<file path="config.mk">
export PLATFORM = sky130hd
export DESIGN_NAME = tour_cmd_flat
export DESIGN_NICKNAME = d
export VERILOG_FILES = /design/src/rtl/tour_pkg.sv /design/src/rtl/tour_cmd_if.sv /design/src/rtl/tour_move_decode.sv /design/src/rtl/tour_cmd.sv /design/src/flat_wrapper.sv
export SDC_FILE = /design/constraint.sdc
export NUM_CORES = 1
export LEC_CHECK = 0
export CAP_MARGIN = 5
export CORE_UTILIZATION = 36
export CTS_CLUSTER_SIZE = 30
export DETAILED_ROUTE_END_ITERATION = 12
export MAX_ROUTING_LAYER = met4
export PLACE_DENSITY = 0.79
export SKIP_CTS_REPAIR_TIMING = 1
export SYNTH_ARGS = -nofsm -noshare
export SYNTH_HDL_FRONTEND = slang
export SYNTH_SLANG_ARGS = --single-unit
export TNS_END_PERCENT = 5
</file>
<file path="constraint.sdc">
create_clock -name clk -period 2 [get_ports clk]
set_clock_uncertainty 0.1 [all_clocks]
set_input_delay 0.2 -clock clk [delete_from_list [all_inputs] [get_ports clk]]
set_output_delay 0.2 -clock clk [all_outputs]
set_load 0.05 [all_outputs]
</file>
<file path="src/rtl/tour_pkg.sv">
// Shared types and constants for the knight's-tour command replay block:
// move codes, command opcodes/headings, response bytes and FSM states.
package tour_pkg;

    localparam int NUM_MOVES = 24;
    localparam int IDX_W     = 5;

    // Move codes named by (dx, dy): P = plus, M = minus, digit = magnitude.
    typedef enum logic [3:0] {
        MV_P2P1 = 4'd1,
        MV_P1P2 = 4'd2,
        MV_M1P2 = 4'd3,
        MV_M2P1 = 4'd4,
        MV_M2M1 = 4'd5,
        MV_M1M2 = 4'd6,
        MV_P1M2 = 4'd7,
        MV_P2M1 = 4'd8
    } move_e;

    localparam logic [3:0] CMD_MOVE     = 4'h2;
    localparam logic [3:0] CMD_MOVE_FAN = 4'h3;

    localparam logic [7:0] HDG_N = 8'h00;
    localparam logic [7:0] HDG_S = 8'h7F;
    localparam logic [7:0] HDG_E = 8'hBF;
    localparam logic [7:0] HDG_W = 8'h3F;

    localparam logic [7:0] RESP_ACK  = 8'hA5;
    localparam logic [7:0] RESP_DONE = 8'h5A;

    typedef enum logic [2:0] {
        ST_IDLE,
        ST_VERT,
        ST_HOLD_V,
        ST_RESP_V,
        ST_HORZ,
        ST_HOLD_H,
        ST_RESP_H
    } state_e;

    function automatic logic [15:0] make_cmd(input logic [3:0] op,
                                             input logic [7:0] hdg,
                                             input logic [1:0] mag);
        return {op, hdg, 2'b00, mag};
    endfunction

endpackage

</file>
<file path="src/rtl/tour_cmd_if.sv">
// Bundle of solver, UART and command-processor signals around tour_cmd.
// The slave modport is the tour_cmd view; master is the surrounding system.
interface tour_cmd_if;
    import tour_pkg::*;

    logic             start_tour;
    logic [3:0]       move;
    logic [IDX_W-1:0] mv_indx;
    logic [15:0]      cmd_UART;
    logic             cmd_rdy_UART;
    logic             clr_cmd_rdy_UART;
    logic             clr_cmd_rdy;
    logic             send_resp;
    logic [15:0]      cmd;
    logic             cmd_rdy;
    logic [7:0]       resp;

    modport slave (
        input  start_tour, move, cmd_UART, cmd_rdy_UART, clr_cmd_rdy, send_resp,
        output mv_indx, clr_cmd_rdy_UART, cmd, cmd_rdy, resp
    );

    modport master (
        output start_tour, move, cmd_UART, cmd_rdy_UART, clr_cmd_rdy, send_resp,
        input  mv_indx, clr_cmd_rdy_UART, cmd, cmd_rdy, resp
    );

endinterface

</file>
<file path="src/rtl/tour_move_decode.sv">
// Combinational expansion of a 4-bit knight move code into signed leg
// magnitudes; codes outside 1..8 are flagged invalid.
module tour_move_decode
    import tour_pkg::*;
(
    input  logic [3:0] i_move,
    output logic       o_dy_neg,
    output logic [1:0] o_dy_mag,
    output logic       o_dx_neg,
    output logic [1:0] o_dx_mag,
    output logic       o_valid
);

    // NOTE: every output gets a default before the case so no path leaves a
    // value unassigned, which would otherwise infer a latch.
    always_comb begin
        o_dy_neg = 1'b0;
        o_dy_mag = 2'd0;
        o_dx_neg = 1'b0;
        o_dx_mag = 2'd0;
        o_valid  = 1'b1;
        case (i_move)
            MV_P2P1: begin o_dx_mag = 2'd2; o_dy_mag = 2'd1; end
            MV_P1P2: begin o_dx_mag = 2'd1; o_dy_mag = 2'd2; end
            MV_M1P2: begin o_dx_neg = 1'b1; o_dx_mag = 2'd1; o_dy_mag = 2'd2; end
            MV_M2P1: begin o_dx_neg = 1'b1; o_dx_mag = 2'd2; o_dy_mag = 2'd1; end
            MV_M2M1: begin o_dx_neg = 1'b1; o_dx_mag = 2'd2; o_dy_neg = 1'b1; o_dy_mag = 2'd1; end
            MV_M1M2: begin o_dx_neg = 1'b1; o_dx_mag = 2'd1; o_dy_neg = 1'b1; o_dy_mag = 2'd2; end
            MV_P1M2: begin o_dx_mag = 2'd1; o_dy_neg = 1'b1; o_dy_mag = 2'd2; end
            MV_P2M1: begin o_dx_mag = 2'd2; o_dy_neg = 1'b1; o_dy_mag = 2'd1; end
            default: o_valid = 1'b0;
        endcase
    end

endmodule

</file>
<file path="src/rtl/tour_cmd.sv">
// Replays a solved knight's tour as vertical/horizontal robot commands and
// muxes them with UART commands in front of the command processor.
module tour_cmd
    import tour_pkg::*;
(
    input logic        clk,
    input logic        rst_n,
    tour_cmd_if.slave  bus
);

    state_e           r_state;
    state_e           w_next_state;
    logic [IDX_W-1:0] r_mv_indx;
    logic [IDX_W-1:0] w_next_mv_indx;

    logic        w_dy_neg;
    logic [1:0]  w_dy_mag;
    logic        w_dx_neg;
    logic [1:0]  w_dx_mag;
    logic        w_valid;
    logic [15:0] w_vert_cmd;
    logic [15:0] w_horz_cmd;
    logic        w_last;

    tour_move_decode u_decode (
        .i_move   (bus.move),
        .o_dy_neg (w_dy_neg),
        .o_dy_mag (w_dy_mag),
        .o_dx_neg (w_dx_neg),
        .o_dx_mag (w_dx_mag),
        .o_valid  (w_valid)
    );

    assign w_vert_cmd  = make_cmd(CMD_MOVE,     w_dy_neg ? HDG_S : HDG_N, w_dy_mag);
    assign w_horz_cmd  = make_cmd(CMD_MOVE_FAN, w_dx_neg ? HDG_W : HDG_E, w_dx_mag);
    assign w_last      = (r_mv_indx == IDX_W'(NUM_MOVES - 1));
    assign bus.mv_indx = r_mv_indx;

    // NOTE: sequential state uses non-blocking assignments so every register
    // samples the pre-edge values regardless of statement order.
    always_ff @(posedge clk or negedge rst_n) begin
        if (!rst_n) begin
            r_state   <= ST_IDLE;
            r_mv_indx <= '0;
        end else begin
            r_state   <= w_next_state;
            r_mv_indx <= w_next_mv_indx;
        end
    end

    always_comb begin
        w_next_state         = r_state;
        w_next_mv_indx       = r_mv_indx;
        bus.cmd              = w_vert_cmd;
        bus.cmd_rdy          = 1'b0;
        bus.clr_cmd_rdy_UART = 1'b0;
        bus.resp             = RESP_ACK;
        case (r_state)
            ST_IDLE: begin
                bus.cmd  = bus.cmd_UART;
                bus.resp = RESP_DONE;
                if (bus.start_tour) begin
                    // UART request is held off this cycle so it stays pending.
                    w_next_state   = ST_VERT;
                    w_next_mv_indx = '0;
                end else begin
                    bus.cmd_rdy          = bus.cmd_rdy_UART;
                    bus.clr_cmd_rdy_UART = bus.clr_cmd_rdy;
                end
            end
            ST_VERT: begin
                bus.cmd_rdy = 1'b1;
                if (!w_valid)             w_next_state = ST_IDLE;
                else if (bus.clr_cmd_rdy) w_next_state = ST_RESP_V;
            end
            ST_HOLD_V: begin
                if (!w_valid)             w_next_state = ST_IDLE;
                else if (bus.clr_cmd_rdy) w_next_state = ST_RESP_V;
            end
            ST_RESP_V: begin
                if (bus.send_resp) w_next_state = ST_HORZ;
            end
            ST_HORZ: begin
                bus.cmd     = w_horz_cmd;
                bus.cmd_rdy = 1'b1;
                if (bus.clr_cmd_rdy) w_next_state = ST_RESP_H;
            end
            ST_HOLD_H: begin
                bus.cmd = w_horz_cmd;
                if (bus.clr_cmd_rdy) w_next_state = ST_RESP_H;
            end
            ST_RESP_H: begin
                bus.cmd = w_horz_cmd;
                if (w_last) bus.resp = RESP_DONE;
                if (bus.send_resp) begin
                    if (w_last) begin
                        w_next_state   = ST_IDLE;
                        w_next_mv_indx = '0;
                    end else begin
                        w_next_state   = ST_VERT;
                        w_next_mv_indx = r_mv_indx + IDX_W'(1);
                    end
                end
            end
            default: w_next_state = ST_IDLE;
        endcase
    end

endmodule

</file>
<file path="src/flat_wrapper.sv">
// flat-port wrapper written by rule: the top's interface ports become plain ports
module tour_cmd_flat import tour_pkg::*;
  (clk, rst_n, bus_start_tour, bus_move, bus_cmd_UART, bus_cmd_rdy_UART, bus_clr_cmd_rdy, bus_send_resp, bus_mv_indx, bus_clr_cmd_rdy_UART, bus_cmd, bus_cmd_rdy, bus_resp);
  tour_cmd_if bus_i ();
  input logic clk;
  input logic rst_n;
  input wire logic [$bits(bus_i.start_tour)-1:0] bus_start_tour;
  input wire logic [$bits(bus_i.move)-1:0] bus_move;
  input wire logic [$bits(bus_i.cmd_UART)-1:0] bus_cmd_UART;
  input wire logic [$bits(bus_i.cmd_rdy_UART)-1:0] bus_cmd_rdy_UART;
  input wire logic [$bits(bus_i.clr_cmd_rdy)-1:0] bus_clr_cmd_rdy;
  input wire logic [$bits(bus_i.send_resp)-1:0] bus_send_resp;
  output wire logic [$bits(bus_i.mv_indx)-1:0] bus_mv_indx;
  output wire logic [$bits(bus_i.clr_cmd_rdy_UART)-1:0] bus_clr_cmd_rdy_UART;
  output wire logic [$bits(bus_i.cmd)-1:0] bus_cmd;
  output wire logic [$bits(bus_i.cmd_rdy)-1:0] bus_cmd_rdy;
  output wire logic [$bits(bus_i.resp)-1:0] bus_resp;
  assign bus_i.start_tour = bus_start_tour;
  assign bus_i.move = bus_move;
  assign bus_i.cmd_UART = bus_cmd_UART;
  assign bus_i.cmd_rdy_UART = bus_cmd_rdy_UART;
  assign bus_i.clr_cmd_rdy = bus_clr_cmd_rdy;
  assign bus_i.send_resp = bus_send_resp;
  assign bus_mv_indx = bus_i.mv_indx;
  assign bus_clr_cmd_rdy_UART = bus_i.clr_cmd_rdy_UART;
  assign bus_cmd = bus_i.cmd;
  assign bus_cmd_rdy = bus_i.cmd_rdy;
  assign bus_resp = bus_i.resp;
  tour_cmd u_core (.clk(clk), .rst_n(rst_n), .bus(bus_i));
endmodule
</file>
==> results of run 1 <==
[layout make-up]
class                           count  area [µm²]
Tap cell                           28        35.0
Sequential cell                     8         205
Multi-Input combinational cell     99         739
Inverter                            4        18.8
Clock buffer                        3        22.5
Fill cell                         106         282
Timing Repair Buffer               74         973
[sequential cells by signal (all words and copies together), names as in the netlist]
name	count
u_core.bus.mv_indx	5
u_core.r_state	3
[Yosys cell counts (all sizes together)]
| cell | instances |
|---|---|
| a211oi | 1 |
| a21boi | 1 |
| a21oi | 9 |
| a22o | 2 |
| a22oi | 3 |
| a2bb2oi | 1 |
| a31o | 1 |
| a32o | 1 |
| and2 | 4 |
| and3 | 1 |
| and3b | 2 |
| and4b | 2 |
| buf | 8 |
| clkbuf | 4 |
| dfrtp | 8 |
| ha | 1 |
| inv | 4 |
| mux2 | 1 |
| nand2 | 12 |
| nand2b | 6 |
| nand3 | 3 |
| nand3b | 1 |
| nand4 | 1 |
| nand4bb | 1 |
| nor2 | 5 |
| nor2b | 3 |
| nor3 | 6 |
| nor3b | 1 |
| o211ai | 1 |
| o21a | 1 |
| o21ai | 20 |
| o21ba | 1 |
| o21bai | 1 |
| o22ai | 1 |
| o311ai | 1 |
| o31ai | 1 |
| or3 | 1 |
| or4b | 1 |
| xor2 | 1 |
[metal layers]
layer  GRT usage (%)  vias up  part of all wire (%)  wire length [µm]
li1                -      579                     -                 -
met1            25.5      612                    36              1330
met2            46.8       80                    54              2010
met4            7.66        0                   2.6                96
met3            5.56       12                   7.0               259
met5               -        -                     0                 0
[through the flow]
step / power, µW / utilization, % / TNS, ns / hold slack, ns / instances
floorplan: 2260 / - / -2.92 / -0.196 / 123
global placement: 3790 / 79.8 / -1.12 / 0.387 / 208
detailed placement: 3850 / 79.8 / -2.28 / 0.397 / 208
CTS: 3970 / 80.8 / -2.85 / 0.131 / 211
global route: 4340 / 87.6 / -0.559 / 0.136 / 216
finish: 4200 / 87.6 / -0.0882 / 0.121 / 216
[cells by family after synthesis]
| kind of cell | synth area share (%) |
|---|---|
| AO/OA/AOI/OAI | 31.9 |
| XOR/XNOR | 0.974 |
| adder cells (fa/ha/maj) | 1.39 |
| buffers and inverters | 9.60 |
| flip-flops | 22.3 |
| multiplexers | 1.25 |
| AND/OR/NAND/NOR | 32.7 |
[worst max-delay path, stage by stage, from the launching register on]
cell and delay [ns]:
dfrtp_2 0.46, nand2b_1 0.21, a21oi_2 0.26, a2bb2oi_2 0.18, o21ai_1 0.09, buf_4 0.15
buf_12 0.14
[worst max-delay path by stage]
stage	to	slack (ns)
after floorplan	bus_resp[3]	-0.42
after global placement	bus_cmd[4]	-0.17
after detailed placement	bus_cmd[6]	-0.34
after CTS	bus_cmd[6]	-0.35
after global routing	bus_cmd[1]	-0.10
final	bus_cmd[1]	-0.05
[power breakdown]
group	switching, µW	internal, µW
Combinational	2080	1710
Clock	51.9	68.5
Sequential	82.4	200
==> flow_summary.json, run 1 <==
{
  "cp_max_fo": 8,
  "final_cell_area_mm2": 0.00199,
  "path_class": "reg2out",
  "synth-seq-cells": 8,
  "arrival_ns": 1.75,
  "seq_area_frac_synth_pct": 22.3,
  "h-tree-depth": 1,
  "syn_inst": 123,
  "die_h_um": 52.0,
  "initial_core_util_pct": 39.5,
  "clock.fmax_ghz": 0.488,
  "synth_top_area_share_pct": 22.3,
  "syn_nets": 150,
  "netlist_area_um2": 900,
  "worst_pin_slew_ns": 0.490,
  "fin_nets": 217,
  "fin_crit_ns": 2.05,
  "violations": "negative setup slack",
  "post_drt_wl_per_cell_um": 17.1,
  "synth_cell_types": 43,
  "grt_pass1_vias": 1131,
  "clock_sinks": 8,
  "area_growth_syn_to_layout_pct": 122,
  "cts_tree": "done",
  "cts_buffer_depth": 2,
  "slew_violations": 0,
  "period_share_pct": 102,
  "final_cell_mix": "clkdlybuf4s50_1, buf_12, buf_4",
  "cp_data_required_time_ns": 1.70,
  "io_buffers": 56,
  "p_leak_uw": 0.000849,
  "drc_errors": 0,
  "routabilityCongestion": 0.934,
  "relSlewSlack_pct": 67.2,
  "grt_start_max_net_pins": 15,
  "num_rows": 17,
  "drive_above_1_share_pct": 43.1,
  "core_area_mm2": 0.00228,
  "critPathCaptureType": "primary output",
  "ant_nets": 0,
  "hpwlAfterDp_mm": 2.59,
  "n_antenna_cell": 0,
  "finalHoldViolCount": 0,
  "cap_violations": 0,
  "first_pass_iters": 4,
  "grt_setup_unrepaired": "yes",
  "placed_area_mm2": 0.00182,
  "ir_worst_vdd_uv": 1760,
  "clock_latency_ns": 0.25,
  "hold_class": "in2async",
  "num_vias": 1283,
  "drt_iter0_drc": 61,
  "via_per_inst": 5.94,
  "yosys_warnings": 0,
  "wirelength_mm": 3.70,
  "grtUsageTotal_pct": 25.0,
  "rr_endpoint": "u_core.bus.mv_indx[3]",
  "outcome": "finished with violations",
  "cp-start-kind": "flop",
  "r2r_cells": 5,
  "antenna_found_initial": 0,
  "die-area_mm2": 0.00270,
  "setup_viol": 6,
  "ff2ff_setup_slack_ns": 0.15,
  "fp.dieW_um": 52.0,
  "cts_inserted_buffers": 3,
  "fin_ws_ns": -0.0494,
  "globalRouteOverflowTotal": 0,
  "syn_area_per_cell_um2": 7.31,
  "yosysTopAreaCell": "dfrtp_1",
  "place_ws_ns": -0.343,
  "io_pins": 57,
  "power_density_mw_per_mm2": 2100,
  "r2r-start": "u_core.r_state[2]",
  "clk_pin_slew_ns": 0.05,
  "synth_area_leaders": "dfrtp_1, o21ai_0, buf_4, nand2_1, a21oi_1",
  "grt_pass1_wl_mm": 4.89,
  "setup.worst_path.start": "u_core.r_state[1]",
  "cts_root_buffer": "clkbuf_4"
}
Note: power is estimated with default switching activity, not from simulation.
==> inputs of run 2 (changes only) <==
--- a/config.mk
+++ b/config.mk
@@ -5,12 +5,13 @@
 export SDC_FILE = /design/constraint.sdc
 export NUM_CORES = 1
 export LEC_CHECK = 0
+export ABC_AREA = 1
 export CAP_MARGIN = 5
-export CORE_UTILIZATION = 36
+export CORE_UTILIZATION = 35
 export CTS_CLUSTER_SIZE = 30
 export DETAILED_ROUTE_END_ITERATION = 12
 export MAX_ROUTING_LAYER = met4
-export PLACE_DENSITY = 0.79
+export PLACE_DENSITY = 0.8
 export SKIP_CTS_REPAIR_TIMING = 1
 export SYNTH_ARGS = -nofsm -noshare
 export SYNTH_HDL_FRONTEND = slang
==> flow_summary.json, run 2 <==
{
  "grt_pass1_vias": 1097,
  "via_per_inst": 4.91,
  "slew_violations": 0,
  "final_cell_mix": "nand2_1, clkdlybuf4s50_1, buf_12",
  "synth_async_sr_flop_share_pct": 100,
  "wirelength_mm": 2.93,
  "violations": "negative setup slack",
  "first_pass_iters": 5,
  "cts_tree": "done",
  "largest_register_ffs": 5,
  "yosysTopAreaCell": "dfrtp_1",
  "setup.worst_path.start": "u_core.bus.mv_indx[0]",
  "routabilityCongestion": 0.809,
  "cp-start-kind": "flop",
  "clock_sinks": 8,
  "synth-edff-count": 0,
  "h-tree-depth": 1,
  "final_util_pct": 80.6,
  "synth_cell_types": 24,
  "initial_core_util_pct": 37.3,
  "synth_top_area_share_pct": 24.3,
  "place_ws_ns": -0.000935,
  "hold_class": "in2async",
  "drive_above_1_share_pct": 33.5,
  "grt_pass1_wl_mm": 4.55,
  "die-area_mm2": 0.00255,
  "cts_root_buffer": "clkbuf_4",
  "finalHoldViolCount": 0,
  "path_class": "reg2out",
  "ys_top_cells_by_count": "nand2_1, inv_1, nand3_1, nor2_1, dfrtp_1",
  "syn_nets": 165,
  "drt_iter0_drc": 16,
  "critPathCaptureType": "primary output",
  "clock.fmax_ghz": 0.494,
  "r2r-start": "u_core.r_state[2]",
  "ys.flop_type": "dfrtp_1",
  "cp_data_required_time_ns": 1.70,
  "n_antenna_cell": 0,
  "fin_nets": 228,
  "setup_viol": 8,
  "cp_max_fo": 4,
  "cts_buffer_depth": 2,
  "post_drt_wl_per_cell_um": 12.9,
  "cap_violations": 0,
  "cts_inserted_buffers": 3,
  "yosys.cell_count.top_type": "nand2_1",
  "arrival_ns": 1.72,
  "seq_area_frac_synth_pct": 24.3,
  "syn_inst": 138,
  "grt_start_max_net_pins": 13,
  "grt_setup_unrepaired": "yes",
  "relSlewSlack_pct": 67.2,
  "drc_errors": 0,
  "io_buffers": 56,
  "worst_pin_slew_ns": 0.490,
  "fin_crit_ns": 2.02,
  "io_pins": 57,
  "setup_tns_ns": -0.153,
  "globalRouteOverflowTotal": 0,
  "core_area_mm2": 0.00221,
  "netlist_area_um2": 825,
  "synth_area_leaders": "dfrtp_1, nand2_1, inv_1, nand3_1, buf_4",
  "syn_area_per_cell_um2": 5.97,
  "hpwlAfterDp_mm": 2.32,
  "period_share_pct": 101,
  "clk_pin_slew_ns": 0.07,
  "area_growth_syn_to_layout_pct": 116,
  "antenna_found_initial": 0,
  "outcome": "finished with violations",
  "num_rows": 17,
  "ant_nets": 0,
  "grtUsageTotal_pct": 24.1,
  "die_h_um": 50.5,
  "num_vias": 1120,
  "clock_latency_ns": 0.28,
  "fin_ws_ns": -0.0223,
  "yosys_warnings": 0,
  "synth-seq-cells": 8,
  "final_common_cell": "nand2_1",
  "fp.dieW_um": 50.5
}
[run 2: cell types whose count changed in the layout (fill, tap and decap cells not counted), sizes merged, moves of 5 or more]
cell,change
nand3,+9
a21oi,-5
nand2,+34
o21ai,-10
nand2b,-6
nor2,+12
buf,-9
inv,+18
[run 2: worst paths after layout]
path	depth (start not counted)	endpoint	slack [ns]
worst min register to register	2	u_core.r_state[2]	0.47
worst max-delay path	8	bus_resp[6]	-0.02
max in group asynchronous	1	u_core.r_state[1]	1.39
worst max register to register	7	u_core.bus.mv_indx[3]	0.49
worst min-delay path	1	u_core.bus.mv_indx[3]	0.1
min in group clk	3	u_core.r_state[1]	0.46
[run 2: logic make-up (layout without fill, tap and decap cells)]
kind of cell               Yosys count  count (layout)  share of synthesized area (%)
DFF                                  8               8                           24.3
adders and majority gates            1               1                           1.52
buffers and inverters               30              92                           16.5
AOI/OAI and AO/OA                   20              20                           15.9
and+or+nand+nor                     79              79                           41.7
[run 2: layout make-up]
cell class,count,area (µm²)
fill,154,429
inverter,23,93.8
timing repair buffer,65,876
sequential,8,205
tap,28,35.0
multi-input combinational,100,547
clock buffer,4,26.3
[run 2: through the flow]
step	std cells	area (µm²)	hold WS, ns
floorplan	138	882	-0.196
finish	228	1780	0.0995
global placement	219	1680	0.397
CTS	223	1710	0.109
detailed placement	219	1680	0.404
global route	228	1780	0.148
[run 2: layer usage]
layer | wire, µm | vias up | GRT usage, %
met2 | 1620 | 53 | 46.4
met3 | 211 | 5 | 4.55
met5 | 0 | - | -
met4 | 48 | 0 | 8.33
met1 | 1050 | 509 | 23.8
li1 | - | 553 | -
[run 2: critical path, stage by stage (launching register included)]
cell	delay (ns)
dfrtp_2	0.44
ha_4	0.19
nand2_4	0.06
nor2_2	0.04
nand2_1	0.09
nand2_2	0.09
o21ai_4	0.09
clkinvlp_4	0.23
buf_12	0.21
Power of run 2 is left out: the tool's default activity adds up to more than one toggle a clock period on the data nets, which glitch-free logic cannot reach.
==> inputs of run 3 (changes only) <==
--- a/config.mk
+++ b/config.mk
@@ -6,7 +6,7 @@
 export NUM_CORES = 1
 export LEC_CHECK = 0
 export ABC_AREA = 1
-export CAP_MARGIN = 5
+export CAP_MARGIN = 20
 export CORE_UTILIZATION = 35
 export CTS_CLUSTER_SIZE = 30
 export DETAILED_ROUTE_END_ITERATION = 12
==> results of run 3 <==
Final layout, timing and power as in run 2 (identical DEF).
Power of run 3 is left out for the same reason.
